--- src/rtl/risc16_uart_tx_mmio.sv ---
`timescale 1ns/1ps
// risc16_uart_tx_mmio
// Memory-mapped 8N1 UART transmitter on the risc16b data-memory port.
// Store bytes written to TXDATA are queued in a small FIFO and sent LSB first.
// Read data for STATUS and DIVISOR is returned combinationally in the same cycle.
//
// Ports
//   clk       system clock, all state on rising edge
//   rst       asynchronous active-high reset
//   d_addr    core data byte address
//   d_oe      core read strobe (reads have no side effects)
//   d_we      byte-lane write enables: [0] -> d_dout[15:8], [1] -> d_dout[7:0]
//   d_dout    core store data
//   mmio_sel  address falls inside the 8-byte window at BASE
//   mmio_din  read data, zero unless mmio_sel & d_oe
//   uart_tx   registered serial output, idle high
//
// Register map (byte offsets): +0 TXDATA (W), +2 STATUS (R, OVF is W1C),
// +4 DIVISOR (R/W, bit period = DIVISOR+1 clocks), +6 reserved.
module risc16_uart_tx_mmio #(
  parameter logic [15:0] BASE       = 16'hFF00,
  parameter int          FIFO_DEPTH = 4,
  parameter logic [15:0] DIV_RESET  = 16'd867
) (
  input  logic        clk,
  input  logic        rst,
  input  logic [15:0] d_addr,
  input  logic        d_oe,
  input  logic [1:0]  d_we,
  input  logic [15:0] d_dout,
  output logic        mmio_sel,
  output logic [15:0] mmio_din,
  output logic        uart_tx
);

  localparam int PW = $clog2(FIFO_DEPTH);
  localparam int CW = PW + 1;

  typedef enum logic [1:0] {IDLE, START, DATA, STOP} state_t;

  // Bus decode
  logic [1:0] word_off;
  logic       wr_en;
  logic       push_req;
  logic       ovf_clr;
  logic [7:0] push_byte;
  logic       unused_addr_lsb;

  assign mmio_sel        = (d_addr[15:3] == BASE[15:3]);
  assign word_off        = d_addr[2:1];
  assign wr_en           = mmio_sel && (d_we != 2'b00);
  assign push_req        = wr_en && (word_off == 2'd0);
  // Bit 3 of STATUS lives in the odd (low) byte, which is lane d_we[1].
  assign ovf_clr         = wr_en && (word_off == 2'd1) && d_we[1] && d_dout[3];
  // Only an even-byte store carries its data in the upper half of d_dout.
  assign push_byte       = (d_we == 2'b01) ? d_dout[15:8] : d_dout[7:0];
  // Byte selection within a word is done by the lane enables, not the address LSB.
  assign unused_addr_lsb = d_addr[0];

  // FIFO and control registers
  logic [7:0]    fifo_mem [FIFO_DEPTH];
  logic [PW-1:0] wr_ptr, rd_ptr;
  logic [CW-1:0] count;
  logic          ovf;
  logic [15:0]   divisor;
  logic          fifo_full, fifo_empty, push_ok, pop;

  assign fifo_full  = (count == CW'(FIFO_DEPTH));
  assign fifo_empty = (count == '0);
  // A pop on the same edge frees a slot, so a push into a full FIFO still lands.
  assign push_ok    = push_req && (!fifo_full || pop);

  // NOTE: sequential state uses non-blocking assignments so every register samples
  // the values from before the edge, independent of statement order.
  always_ff @(posedge clk or posedge rst) begin
    if (rst) begin
      wr_ptr  <= '0;
      rd_ptr  <= '0;
      count   <= '0;
      ovf     <= 1'b0;
      divisor <= DIV_RESET;
    end else begin
      if (push_ok) wr_ptr <= wr_ptr + PW'(1);
      if (pop)     rd_ptr <= rd_ptr + PW'(1);
      case ({push_ok, pop})
        2'b10:   count <= count + CW'(1);
        2'b01:   count <= count - CW'(1);
        default: count <= count;
      endcase
      if (push_req && fifo_full && !pop) ovf <= 1'b1;
      else if (ovf_clr)                  ovf <= 1'b0;
      if (wr_en && (word_off == 2'd2)) begin
        if (d_we[0]) divisor[15:8] <= d_dout[15:8];
        if (d_we[1]) divisor[7:0]  <= d_dout[7:0];
      end
    end
  end

  // NOTE: the FIFO storage has no reset; count and the pointers decide which
  // entries are valid, so stale contents are never observed.
  always_ff @(posedge clk) begin
    if (push_ok) fifo_mem[wr_ptr] <= push_byte;
  end

  // Transmit FSM
  state_t      state, state_nx;
  logic [15:0] baud_cnt, baud_nx;
  logic [15:0] div_lat, div_lat_nx;
  logic [2:0]  bit_cnt, bit_nx;
  logic [7:0]  shift, shift_nx;
  logic        tx_nx;
  logic        baud_done;

  assign baud_done = (baud_cnt == div_lat);

  always_ff @(posedge clk or posedge rst) begin
    if (rst) begin
      state    <= IDLE;
      baud_cnt <= '0;
      div_lat  <= DIV_RESET;
      bit_cnt  <= '0;
      shift    <= '0;
      uart_tx  <= 1'b1;
    end else begin
      state    <= state_nx;
      baud_cnt <= baud_nx;
      div_lat  <= div_lat_nx;
      bit_cnt  <= bit_nx;
      shift    <= shift_nx;
      uart_tx  <= tx_nx;
    end
  end

  // NOTE: every output of this block is given a default first so that no path
  // leaves a variable unassigned and infers a latch.
  always_comb begin
    state_nx   = state;
    baud_nx    = baud_cnt;
    div_lat_nx = div_lat;
    bit_nx     = bit_cnt;
    shift_nx   = shift;
    tx_nx      = uart_tx;
    pop        = 1'b0;
    case (state)
      IDLE: begin
        tx_nx = 1'b1;
        pop   = !fifo_empty;
      end
      START: begin
        if (baud_done) begin
          baud_nx  = '0;
          bit_nx   = '0;
          tx_nx    = shift[0];
          state_nx = DATA;
        end else begin
          baud_nx = baud_cnt + 16'd1;
        end
      end
      DATA: begin
        if (baud_done) begin
          baud_nx = '0;
          if (bit_cnt == 3'd7) begin
            tx_nx    = 1'b1;
            state_nx = STOP;
          end else begin
            bit_nx   = bit_cnt + 3'd1;
            shift_nx = {1'b0, shift[7:1]};
            tx_nx    = shift[1];
          end
        end else begin
          baud_nx = baud_cnt + 16'd1;
        end
      end
      STOP: begin
        if (baud_done) begin
          baud_nx  = '0;
          state_nx = IDLE;
          pop      = !fifo_empty;
        end else begin
          baud_nx = baud_cnt + 16'd1;
        end
      end
      default: state_nx = IDLE;
    endcase
    // Starting a frame (from IDLE, or straight out of STOP with no gap).
    if (pop) begin
      shift_nx   = fifo_mem[rd_ptr];
      div_lat_nx = divisor;
      baud_nx    = '0;
      tx_nx      = 1'b0;
      state_nx   = START;
    end
  end

  // Read mux
  always_comb begin
    mmio_din = 16'h0000;
    if (mmio_sel && d_oe) begin
      case (word_off)
        2'd1:    mmio_din = {8'h00, 4'(count), ovf, (state != IDLE), fifo_empty, fifo_full};
        2'd2:    mmio_din = divisor;
        default: mmio_din = 16'h0000;
      endcase
    end
  end

endmodule

--- config.mk ---
export PLATFORM = sky130hd
export DESIGN_NAME = risc16_uart_tx_mmio
export DESIGN_NICKNAME = d
export VERILOG_FILES = /design/src/rtl/risc16_uart_tx_mmio.sv
export SDC_FILE = /design/constraint.sdc
export NUM_CORES = 1
export LEC_CHECK = 0
export BUFFER_PORTS_ARGS = -buffer_cell sky130_fd_sc_hd__clkbuf_2
export CORE_ASPECT_RATIO = 0.8
export CORE_MARGIN = 4
export CORE_UTILIZATION = 25
export DETAILED_ROUTE_END_ITERATION = 8
export HOLD_SLACK_MARGIN = 0.12
export RECOVER_POWER = 25
export SLEW_MARGIN = 5
export SYNTH_ARGS = -nofsm -noshare
export SYNTH_HDL_FRONTEND = slang
export SYNTH_SLANG_ARGS = --single-unit
--- constraint.sdc ---
create_clock -name clk -period 4.1 [get_ports clk]
set_input_delay 0.205 -clock clk [delete_from_list [all_inputs] [get_ports clk]]
set_output_delay 0.205 -clock clk [all_outputs]
set_load 0.02 [all_outputs]
**Yosys cells after proc, flatten, opt, wreduce, memory -nomap -nowiden**

Memories as Yosys holds them, arrays and structs flattened.
Index checks and enable logic that the tools add are counted.
Widths: inputs -> output; s select.

- Memories: 1
- Register bits after elaboration: 70
- Bits in writable memories: 32

Memory list:

| name | words | width | read ports | clocked after Yosys merged registers in | wr ports | line | text |
|---|---|---|---|---|---|---|---|
| fifo_mem | 4 | 8 | 1 | 0 | 1 | 61 | `logic [7:0] fifo_mem [FIFO_DEPTH];` |

- Equal/unequal tests: 20
- Reductions and logical operators: 34
- Add/sub/neg operators: 6
- Muxes and demuxes: 32

Operators by type and width:

| kind | count |
|---|---|
| $mux 16 | 4 |
| $mux 8 | 5 |
| $pmux 16 s2 | 1 |
| $add 16x1->16 const B | 1 |
| $eq 16x16->1 | 1 |
| $reduce_bool 2->1 | 8 |
| $eq 13x13->1 const B | 1 |
| $ne 3x3->1 const B | 4 |
| $pmux 3 s2 | 2 |
| $logic_and 1x1->1 | 10 |
| $mux 2 | 5 |
| $mux 1 | 9 |
| $mux 3 | 3 |
| $eq 2x1->1 const B | 4 |
| $eq 2x2->1 const B | 4 |
| $ne 2x2->1 const B | 4 |
| $reduce_bool 4->1 | 2 |
| $add 3x1->3 const B | 2 |
| $eq 3x3->1 const B | 2 |
| $pmux 2 s3 | 1 |
| $reduce_and 3->1 | 2 |
| $reduce_and 5->1 | 1 |
| $add 2x1->2 const B | 2 |
| $logic_not 2->1 | 2 |
| other kinds (9) | 12 |

**Depth between registers and ports, before layout**

- Depth after elaboration: 8
- Mapped depth: 11
- Mapped depth without buffers: 10

**Least setup slack after synthesis**

OpenSTA, ideal clock, no wires.

- Path type: reg-to-reg
- Start point: reg div_lat[5]
- End point: reg count[2]
- Cell stages (with the launch flop): 12
- Clock period less this slack: 3,124 ps
- Path buffers: 2
- Arrival: 2,999 ps
- Required time: 3,975 ps
- Path slack: 976 ps
- Library setup time: 125 ps
- Path through: dfstp_2 xnor2_1 nand4_1 or4_1 clkbuf_2 o21ai_4 buf_2 nand2_1 fa_1 a2111oi_4 a2bb2oi_1 mux2_2

- Longest elaborated chain between the ends: 7

Ends and longest elaborated chain:

| item | line | text |
|---|---|---|
| from (decl) | 108 | `logic [15:0] div_lat, div_lat_nx;` |
| from (signal assigned) | 127 | `div_lat <= div_lat_nx;` |
| $eq 16x16->1 * | 114 | `assign baud_done = (baud_cnt == div_lat);` |
| $mux 1 * | 175 | `if (baud_done) begin` |
| $pmux 1 s2 * | 144 | `case (state)` |
| $logic_or 1x1->1 | 71 | `assign push_ok = push_req && (!fifo_full \|\| pop);` |
| $logic_and 1x1->1 | 71 |  |
| $eq 2x1->1 or $eq 2x2->1 (tied branches) | 85 | `case ({push_ok, pop})` |
| $pmux 3 s2 or $reduce_bool 2->1 (tied branches) | -- |  |
| to (signal assigned) | 86 | `2'b10: count <= count + CW'(1);` |
| to (signal assigned) | 87 | `2'b01: count <= count - CW'(1);` |
| to (signal assigned) | 88 | `default: count <= count;` |
| to (decl) | 63 | `logic [CW-1:0] count;` |

Mark *: on every way between the ends. The rest lies on a longest branch, timed or not.
A chain may end at the register's enable or synchronous reset.

**Final worst setup path**

Same ends and word-level chain as after synthesis.

==> summary.txt <==
Power and ir drop
  • P per Cell Area: 540 nW/um^2
  • LEAKAGE: 0.00259 uW
  • Max rail drop VDD: 0.288 mV

STA
  • FMAX: 332 MHz
  • Final min period: 3.01 ns
  • Slew Limit Fails: 48
  • Fin crit share: 0.734
  • Clock skew: 0.0112 ns
  • Worst slew pin tran: 1.80 ns
  • Hold slack: 0.128 ns
  • Finish-stage setup viols: 0
  • Slew margin rel.: -0.199
  • Setup TNS: 0 ns
  • Final hold violations: 0
  • Unrepaired setup endpoints after global routing: false

Synth
  • Share of the synthesized area in the top cell type: 0.278
  • Post-Synthesis Cell Area: 5130 um^2
  • Post-synthesis cell count: 432
  • Post-synth cell types: 55
  • Most numerous cell in the Yosys netlist: dfrtp_1
  • Largest cells by area after synthesis: dfrtp_1, edfxtp_1, mux2_2
  • Ys Warns: 0
  • Main synth FF type: dfrtp_1
  • Ys async rst share: 0.686
  • FF+latch count, synth: 102
  • Post-synth EDFFs: 32
  • Sequential share of the synthesized area: 0.532
  • Synth area leader: dfrtp_1
  • Syn avg cell area: 11.9 um^2
  • Synth cell count leaders: dfrtp_1, nand2_1, mux2_2
  • Syn nets: 485

Setup path
  • Critical Path RT: 4.34 ns
  • CP Max Fanout: 6
  • Startpoint Class: flip-flop
  • CP Data Arrival Time: 3.25 ns
  • Worst Setup Path Type: reg2reg
  • Critical Path End Type: flip-flop

Clock network
  • CTS buffer count: 9
  • H-tree levels: 3
  • Post-CTS resize count: 0
  • Worst skew pair latency: 0.36 ns
  • Sink Count: 102
  • Root Driver: clkbuf_16
  • Post-CTS repair timing setup buffer count: 0
  • Clock tree from TritonCTS: built
  • Clock slew at reported path FFs: 0.07 ns
  • Hold bufs inserted after CTS: 13
  • Clock Path Buffers: 2

Drt
  • DRT antenna net count: 0
  • DRT Wirelength: 12200 um
  • Routed wire per std cell: 16.0 um
  • Met1 wire length: 5970 um
  • DRT Pass-1 Iters: 4
  • Drt drc: 0
  • Met3 wire len: 548 um
  • Highest Signal Layer: met4
  • DR vias/cell: 4.64
  • Iter 0 DRT Violations: 297
  • Via count: 3557
  • Met2 wire length: 5550 um

Global routing
  • Number of global-route vias before repair: 3656
  • Total track usage: 0.112
  • First-pass GRT wire length: 20300 um
  • Initial antenna violation count: 0
  • Grt total ovfl: 0
  • Largest net degree at the start of global routing: 48

Outcome
  • Status: complete, but fails checks
  • Failing checks: capacitance limit, slew limit

Cells and area
  • Util after Layout: 0.307
  • N_diodes: 0
  • Area growth from synthesis to layout: 19.6%
  • Final nets: 551
  • Layout cells sized above 1: 0.260

Floorplan
  • Die height: 136 um
  • Core area: 20000 um^2
  • Row Count: 46
  • Initial Utilization: 0.257
  • Die X: 168 um
  • I/O pin cnt: 55
  • Die area: 22900 um^2

Job
  • Max-capacitance violation count: 1

Min path
  • Worst min-delay path category: in2reg

Place
  • Number of port buffers: 53
  • GPL Wtd Cong: 0.817
  • Detailed Place HPWL: 9230 um
[cells by family after synthesis]
kind of cell	after synthesis	synth area share
AOI/OAI and AO/OA	75	0.105
adders and majority gates	16	0.0405
DFF	102	0.532
buffers and inverters	34	0.0266
muxes	53	0.131
xor gates and xnor gates	20	0.0342
and+or+nand+nor	132	0.130
[through the flow]
stage / std cells / setup slack (ns) / total power (uW) / area [um^2]
2_1_floorplan: 432 / 0.976 / 2140 / 5130
6_report: 767 / 1.09 / 3310 / 6130
5_1_grt: 767 / 0.922 / 3530 / 6130
3_3_place_gp: 738 / 1.09 / 2390 / 5690
4_1_cts: 767 / 1.08 / 3340 / 6140
3_5_place_dp: 738 / 1.09 / 2440 / 5690
[critical path: stages (launching register included)]
cell	delay [ns]
dfstp_2	0.54
xnor2_1	0.12
nand4_1	0.16
or4_1	0.74
o21ai_4	0.24
nand2_1	0.08
fa_1	0.43
a2111oi_4	0.22
a2bb2oi_1	0.11
mux2_2	0.26
[state kept, by name, summed over array words and instances (netlist names)]
signal,flops
fifo_mem,32
baud_cnt,16
div_lat,16
divisor,16
shift,8
bit_cnt,3
count,3
rd_ptr,2
state,2
wr_ptr,2
ovf,1
uart_tx,1
[area by class of cell]
| type | instances | area, um^2 |
|---|---|---|
| timing repair buffer | 72 | 438 |
| fill | 2010 | 13800 |
| inverter | 17 | 63.8 |
| tap | 264 | 330 |
| clock buffer | 9 | 225 |
| multi-input combinational | 296 | 2260 |
| clock inverter | 7 | 86.3 |
| sequential | 102 | 2730 |
[path summary, 6_finish.rpt]
| kind | from | to | slack, ns | depth (start not counted) |
|---|---|---|---|---|
| max in group asynchronous | rst | div_lat[9] | 1.90 | 4 |
| worst max register to register | div_lat[5] | count[2] | 1.09 | 9 |
| worst min-delay path | d_dout[9] | divisor[9] | 0.13 | 2 |
| min in group asynchronous | rst | baud_cnt[11] | 0.96 | 3 |
| worst max-delay path | div_lat[5] | count[2] | 1.09 | 9 |
| worst min register to register | divisor[9] | div_lat[9] | 0.47 | 2 |
[where the power goes]
part	internal, uW	switching [uW]	total (uW)
Combinational	471	685	1160
Clock	445	441	886
Sequential	1160	117	1270
[metal layers]
| layer | vias up | GRT usage |
|---|---|---|
| li1 | 1701 | - |
| met3 | 18 | 0.0259 |
| met5 | - | 0 |
| met1 | 1746 | 0.163 |
| met2 | 92 | 0.166 |
| met4 | 0 | 0.0333 |
[cells in the final DEF, fill, tap and decap left out, drive strengths merged, types with 20 or more instances in the layout]
| cell type | count |
|---|---|
| clkbuf | 62 |
| dfrtp | 57 |
| nand2 | 55 |
| mux2 | 34 |
| edfxtp | 32 |
| inv | 23 |
| xnor2 | 20 |
| o21ai | 20 |
| nor2 | 20 |
No activity file was read; power rests on OpenSTA's default activity.
